**config.mk**
```make
export PLATFORM = sky130hd
export DESIGN_NAME = memory_str_reader
export DESIGN_NICKNAME = d
export VERILOG_FILES = /design/src/rtl/memory_str_reader.sv
export SDC_FILE = /design/constraint.sdc
export NUM_CORES = 1
export LEC_CHECK = 0
export ABC_AREA = 1
export BUFFER_PORTS_ARGS = -buffer_cell sky130_fd_sc_hd__clkbuf_2
export CAP_MARGIN = 20
export CELL_PAD_IN_SITES_DETAIL_PLACEMENT = 1
export CELL_PAD_IN_SITES_GLOBAL_PLACEMENT = 1
export CORE_MARGIN = 4
export CORE_UTILIZATION = 46
export DETAILED_ROUTE_END_ITERATION = 7
export GPL_TIMING_DRIVEN = 0
export PLACE_DENSITY_LB_ADDON = 0.1
export SYNTH_ARGS = -nofsm -noshare
export SYNTH_HDL_FRONTEND = slang
export SYNTH_SLANG_ARGS = --single-unit
```
**constraint.sdc**
```tcl
create_clock -name clk_i -period 5.13 [get_ports clk_i]
set_clock_uncertainty 0.1 [all_clocks]
set_input_delay 0.7695 -clock clk_i [delete_from_list [all_inputs] [get_ports clk_i]]
set_output_delay 0.7695 -clock clk_i [all_outputs]
set_load 0.005 [all_outputs]
```
**src/rtl/memory_str_reader.sv**
```systemverilog
// Text-bitmap ROM reader: fetches one glyph row per raster line and serialises
// it MSB-first into a pixel stream, with integer horizontal/vertical upscaling.
module memory_str_reader #(
  parameter int width_p = 32,
  parameter int depth_p = 8,
  parameter int rows_p  = 64,
  parameter int scale_p = 1
) (
  input  logic               clk_i,
  input  logic               reset_i,
  input  logic               frame_start_i,
  input  logic               line_start_i,
  input  logic               px_en_i,
  input  logic [depth_p-1:0] base_addr_i,
  output logic [depth_p-1:0] addr_o,
  input  logic [width_p-1:0] data_i,
  output logic               pixel_o,
  output logic               pixel_v_o,
  output logic               busy_o,
  output logic               done_o
);

  // state | meaning
  // IDLE  | waiting for a line start (or string complete)
  // FETCH | addr_o presented, ROM word captured at the end of this cycle
  // SHIFT | emitting pixels of the captured row on each strobe
  localparam logic [1:0] IDLE  = 2'd0;
  localparam logic [1:0] FETCH = 2'd1;
  localparam logic [1:0] SHIFT = 2'd2;

  localparam int RW = $clog2(rows_p + 1);
  localparam int BW = $clog2(width_p + 1);
  localparam logic [2:0]    REP_LAST = 3'(scale_p - 1);
  localparam logic [RW-1:0] ROWS_END = RW'(rows_p);
  localparam logic [BW-1:0] BIT_LAST = BW'(width_p - 1);

  logic [1:0]         state_q, state_d;
  logic [depth_p-1:0] base_q, base_d;
  logic [depth_p-1:0] addr_q, addr_d;
  logic [RW-1:0]      row_q, row_d;
  logic [2:0]         vrep_q, vrep_d;
  logic [2:0]         hrep_q, hrep_d;
  logic [BW-1:0]      bit_q, bit_d;
  logic [width_p-1:0] shreg_q, shreg_d;
  logic               pix_q, pix_d;
  logic               pv_q, pv_d;
  logic               done_q, done_d;

  logic [RW-1:0] row_adv;
  logic [2:0]    vrep_adv;
  logic          done_adv;

  function automatic logic [depth_p-1:0] addr_of(input logic [depth_p-1:0] b,
                                                 input logic [RW-1:0] r);
    logic [RW+depth_p-1:0] s;
    s = {{RW{1'b0}}, b} + {{depth_p{1'b0}}, r};
    return s[depth_p-1:0];
  endfunction

  // Counter values after the current line is counted as complete
  always_comb begin
    vrep_adv = vrep_q + 3'd1;
    row_adv  = row_q;
    if (vrep_q == REP_LAST) begin
      vrep_adv = 3'd0;
      row_adv  = row_q + RW'(1);
    end
    done_adv = (row_adv == ROWS_END);
  end

  always_comb begin
    state_d = state_q;
    base_d  = base_q;
    addr_d  = addr_q;
    row_d   = row_q;
    vrep_d  = vrep_q;
    hrep_d  = hrep_q;
    bit_d   = bit_q;
    shreg_d = shreg_q;
    pix_d   = pix_q;
    pv_d    = 1'b0;
    done_d  = done_q;

    if (frame_start_i) begin
      row_d  = '0;
      vrep_d = '0;
      hrep_d = '0;
      bit_d  = '0;
      done_d = 1'b0;
      base_d = base_addr_i;
      if (line_start_i) begin
        state_d = FETCH;
        addr_d  = base_addr_i;
      end else begin
        state_d = IDLE;
      end
    end else begin
      case (state_q)
        IDLE: begin
          if (line_start_i && !done_q) begin
            state_d = FETCH;
            addr_d  = addr_of(base_q, row_q);
          end
        end
        FETCH: begin
          shreg_d = data_i;
          bit_d   = '0;
          hrep_d  = '0;
          state_d = SHIFT;
        end
        SHIFT: begin
          // A new line start wins over a coincident strobe and ends this line early
          if (line_start_i) begin
            vrep_d = vrep_adv;
            row_d  = row_adv;
            done_d = done_adv;
            if (done_adv) begin
              state_d = IDLE;
            end else begin
              state_d = FETCH;
              addr_d  = addr_of(base_q, row_adv);
            end
          end else if (px_en_i) begin
            pix_d = shreg_q[width_p-1];
            pv_d  = 1'b1;
            if (hrep_q == REP_LAST) begin
              hrep_d  = '0;
              shreg_d = {shreg_q[width_p-2:0], 1'b0};
              bit_d   = bit_q + BW'(1);
              if (bit_q == BIT_LAST) begin
                state_d = IDLE;
                vrep_d  = vrep_adv;
                row_d   = row_adv;
                done_d  = done_adv;
              end
            end else begin
              hrep_d = hrep_q + 3'd1;
            end
          end
        end
        default: state_d = IDLE;
      endcase
    end
  end

  always_ff @(posedge clk_i or posedge reset_i) begin
    if (reset_i) begin
      state_q <= IDLE;
      base_q  <= '0;
      addr_q  <= '0;
      row_q   <= '0;
      vrep_q  <= '0;
      hrep_q  <= '0;
      bit_q   <= '0;
      shreg_q <= '0;
      pix_q   <= 1'b0;
      pv_q    <= 1'b0;
      done_q  <= 1'b0;
    end else begin
      state_q <= state_d;
      base_q  <= base_d;
      addr_q  <= addr_d;
      row_q   <= row_d;
      vrep_q  <= vrep_d;
      hrep_q  <= hrep_d;
      bit_q   <= bit_d;
      shreg_q <= shreg_d;
      pix_q   <= pix_d;
      pv_q    <= pv_d;
      done_q  <= done_d;
    end
  end

  assign addr_o    = addr_q;
  assign pixel_o   = pix_q;
  assign pixel_v_o = pv_q;
  assign busy_o    = (state_q != IDLE);
  assign done_o    = done_q;

endmodule

```
---- Word-level counts from Yosys, hierarchy flattened ----
Cells that the tools add are included.
storage, ports and cells
  memories kept ........................... 0
  logic and storage cells ................. 109
  input bits .............................. 45
  memory bits (read-only) ................. 0
  latch bits .............................. 0
  output and inout port bits .............. 12
  bits in writable memories ............... 0
  register bits after elaboration ......... 72
operators by class
  mux-type cells .......................... 53
  equality and inequality tests ........... 17
  shift-type cells ........................ 0
  multipliers ............................. 0
  bitwise operators ....................... 2
  add/subtract/negate cells ............... 6
  $lt $le $gt $ge ......................... 0
  reduce and logical (&&, ||, !) cells .... 20
  div/mod/pow operators ................... 0
operators with widths
  cell                                                                    number
  32-bit two-way mux                                                      3
  32-bit one-hot mux with 2 select lines                                  1
  7-bit two-way mux                                                       7
  8-bit two-way mux                                                       5
  3-bit two-way mux                                                       11
  6-bit two-way mux                                                       4
  8-bit by 7-bit adder with 8-bit output                                  2
  8-bit one-hot mux with 2 select lines                                   1
  4-bit AND reduction                                                     4
  3-bit != test (second input constant)                                   5
  3-bit nonzero test                                                      5
  1-bit two-way mux                                                       12
  2-bit two-way mux                                                       6
  4-bit != test (second input constant)                                   3
  6-bit one-hot mux with 2 select lines                                   1
  5-bit AND reduction                                                     2
  2-bit != test (second input constant)                                   4
  7-bit by 1-bit adder with 7-bit output (second input constant)          1
  7-bit equality test (second input constant)                             1
  3-bit by 1-bit adder with 3-bit output (second input constant)          2
  6-bit by 1-bit adder with 6-bit output (second input constant)          1
  6-bit by 5-bit equality test with 1-bit output (second input constant)  1
  3-bit zero test                                                         2
  2-bit one-hot mux with 3 select lines                                   1
  other kinds (10)                                                        13

---- Longest topological paths before layout ----
Gate-level depths: netlist of run 1.
  depth after elaboration ................. 9
  depth in mapped cells ................... 19

---- Least setup slack after synthesis of run 1 ----
Ideal clock, no wire load.
  path kind ............................... register -> register
  start ................................... reg state_q[0]
  end ..................................... reg addr_q[4] (netlist: addr_o[4])
  setup time .............................. 0.066 ns
  arrival ................................. 2.465 ns
  setup slack ............................. 2.499 ns
  cell stages (with the launch flop) ...... 14
  data required time ...................... 4.964 ns
  path buffers ............................ 1
  path through ............................ dfrtp_1 inv_1 ha_1 inv_2 clkbuf_1 o21ai_0 ha_1 fa_1 and3_1 o21ai_0 nand2_1 o22ai_1 nand3_1 nand2_1
between the ends
  word-level cells in the longest chain between the ends .. 3
  elaborated cells on any way between the ends .. 9
  those cells by class .................... eq/ne: 4; mux: 2; reduce/logical: 3
ends and longest elaborated chain
  item                                                                line  source
  start, declared                                                     37    logic [1:0] state_q, state_d;
  start signal, assigned                                              160   state_q <= state_d;
  2-bit equality test or 2-bit zero test (tied branches)              98    case (state_q)
  3-bit != test (no line) (tied with other cells)                     --
  5-bit AND reduction (no line) or 8-bit two-way mux (tied branches)  --
  end signal, assigned                                                162   addr_q <= addr_d;
  end, declared                                                       39    logic [depth_p-1:0] addr_q, addr_d;
Several ways; a longest one is shown, not always the timed one.
A chain may end at the register's enable or synchronous reset.

---- Worst setup path after layout of run 1 ----
  start ................................... reg state_q[0]
  end ..................................... reg addr_q[5] (netlist: addr_o[5])
The elaborated chain is that of the path after synthesis.

==> results.json, run 1 <==
{
  "status": "completed",
  "clk_pin_slew_ps": 80,
  "cts_resized": 0,
  "ys.warnings.count": 0,
  "grt_pass1_wl_mm": 18.1,
  "crit_path_cell_trace": "inv_1 -> ha_1 -> clkbuf_1 -> buf_1 -> o21ai_0 -> ha_1 -> a21o_1 -> a21oi_1 -> xor2_1 -> o21ai_0 -> nand3_1 -> nand2_1",
  "slowest_delay_ps": 470,
  "placed_area_mm2": 0.00439,
  "gr-usage-all-layers_pct": 22.3,
  "synth_area_mm2": 0.00395,
  "start_util_pct": 47.6,
  "worstPathRequired_ps": 5320,
  "cp-startpoint": "state_q[0]",
  "cts.sinks": 72,
  "num_io_pins": 57,
  "cts_buffer_depth": 2,
  "period_minus_slack_ps": 3330,
  "setup_viol": 0,
  "wire_per_inst_um": 15.2,
  "cellPowerDensity_mw_per_mm2": 443,
  "grt_pass1_vias": 3849,
  "hold_viol_final": 0,
  "cts_max_level": 3,
  "rsz0062_at_grt": "false",
  "grt_use_met1_pct": 27.8,
  "muxShareOfSynthArea_pct": 0.285,
  "synth_xor_area_share_pct": 0.665,
  "worstHoldPathType": "input port to asynchronous set/reset pin",
  "synth_fa_ha_area_share_pct": 6.84,
  "final_util_pct": 55.1,
  "cts_inserted_buffers": 9,
  "regArea_mm2": 0.00180,
  "critical-path-slowest-cell": "dfrtp_1",
  "grt_max_degree": 54,
  "arrival_ps": 3520,
  "crit_buf_inv": 3,
  "synth_top_family_by_area": "simple AND/OR/NAND/NOR gates",
  "worst_slack_ps": 1800,
  "root_buffer": "clkbuf_8",
  "maxSlewViolCount": 0,
  "async_flop_share_pct": 100,
  "postCtsSetupBuffers": 0,
  "port_buffers": 56,
  "synth-simple-area-share_pct": 26.0,
  "worst_pin_slew_ps": 591,
  "avgSynthCellArea_um2": 8.00,
  "grt_antenna_before_repair": 0,
  "avgViaCountPerCell": 5.29,
  "slew_headroom_pct": 60.6,
  "r2r_start": "state_q[0]",
  "clock_latency_ps": 340,
  "gp_congestion": 0.836,
  "final_area_mm2": 0.00457,
  "drc": 0,
  "critPathLaunchType": "flip-flop",
  "top_usage_layer": "met2",
  "timing.final.crit_share_pct": 64.9,
  "die_h_um": 101,
  "layout.nets": 628,
  "drive_above_1_share_pct": 18.2,
  "endpoint_kind": "flip-flop",
  "max_freq_mhz": 300,
  "dp_hpwl_mm": 7.82,
  "wirelength_mm": 10.2,
  "core_region_area_mm2": 0.00830,
  "synthCells": 494,
  "die_area_mm2": 0.0101,
  "ant_nets": 0,
  "synth_compound_area_share_pct": 14.6,
  "place_ws_ps": 1890,
  "drtIter0Drc": 147,
  "vias": 3558,
  "multi_input_comb_area_mm2": 0.00191,
  "tritoncts": "done",
  "ys_ff_latch": 72,
  "drv_cap": 0,
  "ir_worst_vdd_uv": 251,
  "grtUsageMet2_pct": 38.9,
  "fillers": 1067,
  "rows": 33,
  "grt.overflow.total": 0,
  "crit_family": "buffers and inverters",
  "cp_max_fo": 10,
  "antenna_cells": 0,
  "critPathKind": "flip-flop to flip-flop",
  "synth-seq-area-share_pct": 45.6,
  "synth_edf_count": 0,
  "syn2layout_area_growth_pct": 15.7,
  "cts_hold_buf": 0,
  "synthFlopType": "dfrtp_1",
  "use_met3_pct": 3.46,
  "setup_tns_ps": 0,
  "dieWidth_um": 101,
  "synth.distinct_cells": 39,
  "first_pass_iters": 4,
  "syn_nets": 560,
  "total_power_uw": 2020,
  "cellLeakagePower_uw": 0.00226
}
==> registers in the layout (all words and copies together), names as in the netlist <==
name / flops
hrep_q: 3
addr_o: 8
state_q: 2
base_q: 8
vrep_q: 3
done_o: 1
pixel_v_o: 1
bit_q: 6
row_q: 7
shreg_q: 32
pixel_o: 1
==> per-stage QoR <==
step                hold WS (ps)  std cells
detailed placement           362        656
finish                       262        672
CTS                          263        672
global route                 280        672
floorplan                    348        494
global placement             357        655
==> worst register-to-register path, cell delays in order, from the launching register on <==
cell and delay (ps):
dfrtp_1 470, inv_1 130, ha_1 260, clkbuf_1 380, buf_1 410, o21ai_0 200
ha_1 370, a21o_1 200, a21oi_1 160, xor2_1 100, o21ai_0 290, nand3_1 120
nand2_1 80
==> cells in the final DEF, fill, tap and decap left out, types with 4 or more instances in the layout <==
master    instances
inv_1            33
nand2_1         144
a31oi_1          33
clkbuf_1         16
dfrtp_1          72
o21ai_0          26
a21oi_1          11
nand3_1          23
nor2_1           52
nand2_2           4
clkbuf_2         56
o22ai_1           7
nand4_1           5
ha_1             20
inv_2             9
clkbuf_8          9
==> Yosys cell counts (2+ instances only) <==
library cell / n / area share (%)
nand4_1: 5 / 0.79
a21o_1: 2 / 0.38
dfrtp_1: 72 / 46
ha_1: 20 / 6.3
inv_1: 34 / 3.2
o21ai_2: 3 / 0.67
clkbuf_1: 13 / 1.2
nand3_1: 23 / 2.9
nor2_4: 3 / 0.85
o21a_1: 2 / 0.38
buf_2: 3 / 0.38
nor2_1: 52 / 4.9
a21oi_1: 11 / 1.4
xor2_1: 2 / 0.44
nand2_1: 144 / 14
o21ai_0: 26 / 3.3
o22ai_1: 7 / 1.1
nand3_2: 2 / 0.51
a21boi_0: 3 / 0.57
a31oi_1: 33 / 5.2
inv_2: 9 / 0.85
nor2_2: 3 / 0.48
o21ai_1: 3 / 0.38
nand2_2: 4 / 0.63
==> area by class of cell <==
type	instances	share of cell area, %
sequential	72	39.4
buffer	18	1.72
multi-input combinational	361	41.8
clock inverter	4	0.985
timing repair buffer	57	6.73
inverter	43	3.58
clock buffer	12	2.95
tap	105	2.87
==> path summary, 6_finish.rpt <==
path / end / slack, ps / cells after the start
max: addr_o[5] / 1800 / 12
min: bit_q[0] / 260 / 2
max reg2reg: addr_o[5] / 1800 / 12
min reg2reg: addr_o[4] / 380 / 2
max in group asynchronous: row_q[5] / 4110 / 3
min in group clk_i: addr_o[4] / 380 / 2
==> routing by layer <==
| layer | wire [um] | share of wire [%] | up-vias |
|---|---|---|---|
| li1 | - | - | 1774 |
| met1 | 4500 | 44 | 1700 |
| met2 | 5110 | 50 | 63 |
| met3 | 349 | 3.4 | 21 |
| met4 | 239 | 2.3 | 0 |
| met5 | 0 | 0 | - |
==> cell families after synthesis <==
group,count (synthesis)
simple gates,241
flops,72
mux,1
buf+inv,61
fa+ha+maj,21
compound gates,95
xor+xnor,3
==> power breakdown <==
part	leakage, uW	switching, uW	internal [uW]
sequential	0.000881	108	747
combinational	0.00128	466	270
clock	0.0000941	211	223
Note: power is estimated with default switching activity, not from simulation.
==> run 2: changes to the inputs <==
- CORE_UTILIZATION: 46 -> 38
- clock period: 5.13 -> 2.8 ns (I/O delays scaled with it)
==> run 2 against run 1 <==
Count of clock-buffer cells in the layout increased by 1. Largest cell class unchanged. Final cell count is 4.3% higher. Worst setup slack lost 1600 ps. Utilization fell by 7.8 points. Register-to-register slack worse by 1600 ps. Flip-flop and latch count did not move. Routed wire length increased by 1.9%. First-iteration DRC count shrank 25%. Non-clock buffer count rose by 1. Clock power rose by 97%.
==> results.json, run 2 (synthesized netlist as in run 1, its figures left out) <==
{
  "clock_latency_ps": 360,
  "clk_pin_slew_ps": 80,
  "worstHoldPathType": "input port to flip-flop",
  "drc": 0,
  "grt.overflow.total": 0,
  "period_minus_slack_ps": 2590,
  "cts_inserted_buffers": 9,
  "worstPathRequired_ps": 2990,
  "first_pass_iters": 4,
  "cts.sinks": 72,
  "endpoint_kind": "flip-flop",
  "crit_path_cell_trace": "inv_2 -> ha_4 -> nand3_2 -> nand2_1 -> o21ai_0 -> ha_1 -> fa_2 -> and3_1 -> o21ai_0 -> nand2_1 -> o22ai_1 -> nand3_1 -> nand2_1",
  "worst_pin_slew_ps": 555,
  "wire_per_inst_um": 14.8,
  "arrival_ps": 2780,
  "cts_buffer_depth": 2,
  "setup_viol": 0,
  "net-switching-power_uw": 1460,
  "root_buffer": "clkbuf_8",
  "vias": 3547,
  "core_region_area_mm2": 0.00995,
  "critPathKind": "flip-flop to flip-flop",
  "start_util_pct": 39.7,
  "layout_common_cells": "144 x nand2_1, 71 x dfrtp_1, 56 x clkbuf_2",
  "rows": 36,
  "p_sw_share_pct": 38.3,
  "drv_cap": 0,
  "slowest_delay_ps": 400,
  "drtIter0Drc": 110,
  "place_ws_ps": -436,
  "gr-usage-all-layers_pct": 18.4,
  "num_io_pins": 57,
  "ant_nets": 0,
  "slew_headroom_pct": 63.0,
  "dieWidth_um": 110,
  "tritoncts": "done",
  "cellLeakagePower_uw": 0.00229,
  "die_area_mm2": 0.0121,
  "crit_buf_inv": 1,
  "hold_viol_final": 0,
  "worst_slack_ps": 210,
  "intPower_uw": 2340,
  "r2r_slack_ps": 210,
  "ir_worst_vdd_uv": 356,
  "dp_hpwl_mm": 7.77,
  "rsz0062_at_grt": "false",
  "grt_max_degree": 53,
  "layout.nets": 629,
  "p_comb_share_pct": 36.1,
  "timing.final.crit_share_pct": 92.5,
  "grt_pass1_wl_mm": 17.4,
  "syn2layout_area_growth_pct": 19.2,
  "largest-register": "shreg_q",
  "final_common_cell": "nand2_1",
  "max_freq_mhz": 386,
  "clockPowerShare_pct": 22.5,
  "seq_power_share_pct": 41.3,
  "status": "completed",
  "grt_pass1_vias": 3754,
  "cellPowerDensity_mw_per_mm2": 807,
  "port_buffers": 56,
  "cp_common_cell": "nand2_1",
  "largest_reg_flops": 32,
  "avgViaCountPerCell": 5.06,
  "critPathLaunchType": "flip-flop",
  "gp_congestion": 0.772,
  "crit_family": "adder cells",
  "grt_antenna_before_repair": 0,
  "maxSlewViolCount": 0,
  "cts_max_level": 3,
  "cp_max_fo": 5,
  "wirelength_mm": 10.4,
  "antenna_cells": 0,
  "final_util_pct": 47.3,
  "drive_above_1_share_pct": 21.0,
  "critical-path-slowest-cell": "dfrtp_1",
  "die_h_um": 110
}
run 2: changes by cell type in the layout (fill, tap and decap cells not counted), sizes merged:
cell | previous run | this run
clkinv | 3 | 2
buf | 6 | 7
dlygate4sd3 | 0 | 1
run 2: worst reg2reg max path, stage by stage, from the launching register on:
cell and delay [ps]:
dfrtp_1 400, inv_2 100, ha_4 180, nand3_2 110, nand2_1 140, o21ai_0 130
ha_1 240, fa_2 380, and3_1 190, o21ai_0 140, nand2_1 80, o22ai_1 150
nand3_1 100, nand2_1 90
run 2: what timing repair did:
| action | CTS | global route |
|---|---|---|
| hold endpoints to repair | 20 | 0 |
| hold buffers | 1 | 0 |
| resized for setup | 8 | 16 |
| endpoints found under the setup margin | 7 | 4 |
| setup buffers | 0 | 2 |
| cloned | 0 | 0 |
| pin swaps | 1 | 4 |
run 2: final cells by class:
type,count,area (um^2)
fill,1231,5250
multi-input combinational,361,1970
sequential,72,1800
timing repair buffer,60,333
inverter,43,166
tap,133,166
clock buffer,13,159
buffer,16,75.1
clock inverter,3,40.0
run 2: layer usage:
layer  share of wire (%)  wire length, um  GRT usage, %  vias up
met4                 1.9              193          7.21        0
met2                  50             5230          32.1       59
met5                   0                0             0        -
met3                 3.5              366          3.38       13
li1                    -                -             -     1766
met1                  44             4610          22.4     1709
run 2: worst paths after layout:
| path | from | to | cells after the start |
|---|---|---|---|
| setup / recovery | vrep_q[0] | addr_o[4] | 13 |
| hold reg to reg | addr_o[3] | addr_o[3] | 2 |
| max in group asynchronous | reset_i | state_q[0] | 4 |
| setup reg to reg | vrep_q[0] | addr_o[4] | 13 |
| hold / removal | base_addr_i[2] | base_q[2] | 3 |
| min in group asynchronous | reset_i | bit_q[1] | 3 |
run 2: power groups by stage:
| stage | logic, uW | clock network (uW) | registers, uW |
|---|---|---|---|
| after floorplan | 966 | 0 | 1540 |
| after global placement | 1310 | 0 | 1570 |
| after detailed placement | 1360 | 0 | 1580 |
| after CTS | 1370 | 888 | 1570 |
| after global routing | 1580 | 935 | 1610 |
| final | 1370 | 857 | 1570 |
run 2: stage by stage:
stage | setup TNS (ps) | total power, uW | cell area, um^2 | hold slack [ps] | cells
5_1_grt | 0 | 4130 | 4710 | 179 | 701
2_1_floorplan | 0 | 2500 | 3950 | 348 | 494
4_1_cts | 0 | 3820 | 4640 | 168 | 699
6_report | 0 | 3800 | 4710 | 188 | 701
3_5_place_dp | -1910 | 2940 | 4430 | 295 | 684
3_3_place_gp | -47880 | 2880 | 4400 | 359 | 683
==> run 3: changes to the inputs <==
- CORE_UTILIZATION: 38 -> 46
- clock period: 2.8 -> 3.1 ns (I/O delays scaled with it)
==> run 3 against run 2 <==
Critical path depth fell by 1. Routed wire length is 1.6% lower. Hold slack improved by 63 ps. Critical path type unchanged. Largest power group unchanged.
==> results.json, run 3 (synthesized netlist as in run 1, its figures left out) <==
{
  "status": "completed",
  "period_minus_slack_ps": 2830,
  "wirelength_mm": 10.2,
  "cts_max_level": 3,
  "placed_area_mm2": 0.00439,
  "grt_max_degree": 54,
  "start_util_pct": 47.6,
  "clk_pin_slew_ps": 90,
  "worstPathRequired_ps": 3290,
  "endpoint_kind": "flip-flop",
  "cts_inserted_buffers": 9,
  "ff2ff_path_depth": 12,
  "total_power_uw": 3360,
  "ant_nets": 0,
  "final_area_mm2": 0.00459,
  "grt_pass1_wl_mm": 18.1,
  "slew_headroom_pct": 60.5,
  "place_ws_ps": -141,
  "core_region_area_mm2": 0.00830,
  "largest_reg_flops": 32,
  "syn2layout_area_growth_pct": 16.1,
  "worst_slack_ps": 270,
  "avgViaCountPerCell": 5.29,
  "vias": 3548,
  "clock_latency_ps": 340,
  "wire_per_inst_um": 15.2,
  "worstHoldPathType": "input port to flip-flop",
  "cts.sinks": 72,
  "drv_cap": 0,
  "postCtsSetupBuffers": 0,
  "die_h_um": 101,
  "num_io_pins": 57,
  "r2r_slack_ps": 270,
  "cp_max_fo": 15,
  "grt_antenna_before_repair": 0,
  "dieWidth_um": 101,
  "max_freq_mhz": 353,
  "gr-usage-all-layers_pct": 22.3,
  "layout_common_cells": "144 x nand2_1, 72 x dfrtp_1, 56 x clkbuf_2",
  "first_pass_iters": 4,
  "drtIter0Drc": 123,
  "tritoncts": "done",
  "drive_above_1_share_pct": 18.7,
  "dpl.cell_count": 656,
  "timing.final.crit_share_pct": 91.3,
  "cellPowerDensity_mw_per_mm2": 732,
  "regArea_mm2": 0.00180,
  "multi_input_comb_area_mm2": 0.00191,
  "holdCritStartpoint": "base_addr_i[1]",
  "hold_depth": 3,
  "layout.nets": 627,
  "die_area_mm2": 0.0101,
  "fillers": 1062,
  "hold_viol_final": 0,
  "layout.cells.non_filler": 671,
  "r2r_end": "addr_o[4]",
  "critPathKind": "flip-flop to flip-flop",
  "gp_congestion": 0.836,
  "r2r_start": "state_q[0]",
  "final_common_cell": "nand2_1",
  "rows": 33,
  "ir_worst_vdd_uv": 418,
  "setup_viol": 0,
  "critPathLaunchType": "flip-flop",
  "cts_buffer_depth": 2,
  "dp_hpwl_mm": 7.82,
  "arrival_ps": 3020,
  "hold_end": "base_q[1]",
  "worst_pin_slew_ps": 592,
  "root_buffer": "clkbuf_8",
  "maxSlewViolCount": 0,
  "antenna_cells": 0,
  "grt.overflow.total": 0,
  "largest-register": "shreg_q",
  "grt_pass1_vias": 3864,
  "drc": 0,
  "rsz0062_at_grt": "false",
  "port_buffers": 56,
  "cellLeakagePower_uw": 0.00226
}
run 3: changes by cell type in the layout (fill, tap and decap cells not counted), sizes merged:
cell and delta:
clkinv +1, clkbuf -1, buf -2
run 3: worst max path at each step:
| stage | from | slack (ps) | end | depth (start not counted) |
|---|---|---|---|---|
| 2_1_floorplan | state_q[0] | 470 | addr_o[4] | 13 |
| 3_3_place_gp | reset_i | -320 | row_q[2] | 2 |
| 3_5_place_dp | state_q[0] | -140 | addr_o[5] | 12 |
| 4_1_cts | vrep_q[0] | 50 | addr_o[5] | 14 |
| 5_1_grt | vrep_q[0] | 30 | addr_o[6] | 17 |
| 6_report | state_q[0] | 270 | addr_o[4] | 12 |
run 3: where the power goes:
part           switching, uW  internal, uW  total, uW  leakage, uW
Clock                    347           369        717    0.0000941
Sequential               180          1240       1420     0.000881
Combinational            774           451       1230      0.00128
run 3: area by class of cell:
type | count | share of cell area (%)
Clock inverter | 4 | 0.982
Tap cell | 105 | 2.86
Multi-Input combinational cell | 361 | 41.7
Clock buffer | 12 | 2.95
Sequential cell | 72 | 39.3
Timing Repair Buffer | 58 | 6.93
Buffer | 16 | 1.64
Inverter | 43 | 3.63
run 3: metrics by stage:
stage	TNS [ps]	hold slack [ps]	utilization, %
global placement	-22980	357	52.6
floorplan	0	348	-
finish	0	251	55.3
CTS	0	241	55.2
global route	0	241	55.3
detailed placement	-501	330	52.9
run 3: what timing repair did:
item / 4_1_cts / 5_1_grt
gates resized for setup: 2 / 6
endpoints found under the hold margin: 19 / 0
setup endpoints to repair: 5 / 4
hold buffers: 1 / 0
cloned: 0 / 0
run 3: layer usage:
layer / wire [um] / share of wire [%] / track usage [%] / vias to the layer above
met2: 5130 / 50 / 38.9 / 59
met4: 223 / 2.2 / 8.08 / 0
met5: 0 / 0 / 0 / -
met1: 4530 / 44 / 27.8 / 1699
met3: 351 / 3.4 / 3.39 / 19
li1: - / - / - / 1771
run 3: worst max-delay path: stages (launching register included):
cell     delay [ps]
dfrtp_1         500
inv_1           120
ha_2            240
inv_4           160
o21ai_0         170
ha_1            240
fa_1            430
and3_1          200
o21ai_0         150
nand2_1          70
o22ai_1         180
nand3_1         110
nand2_1          90
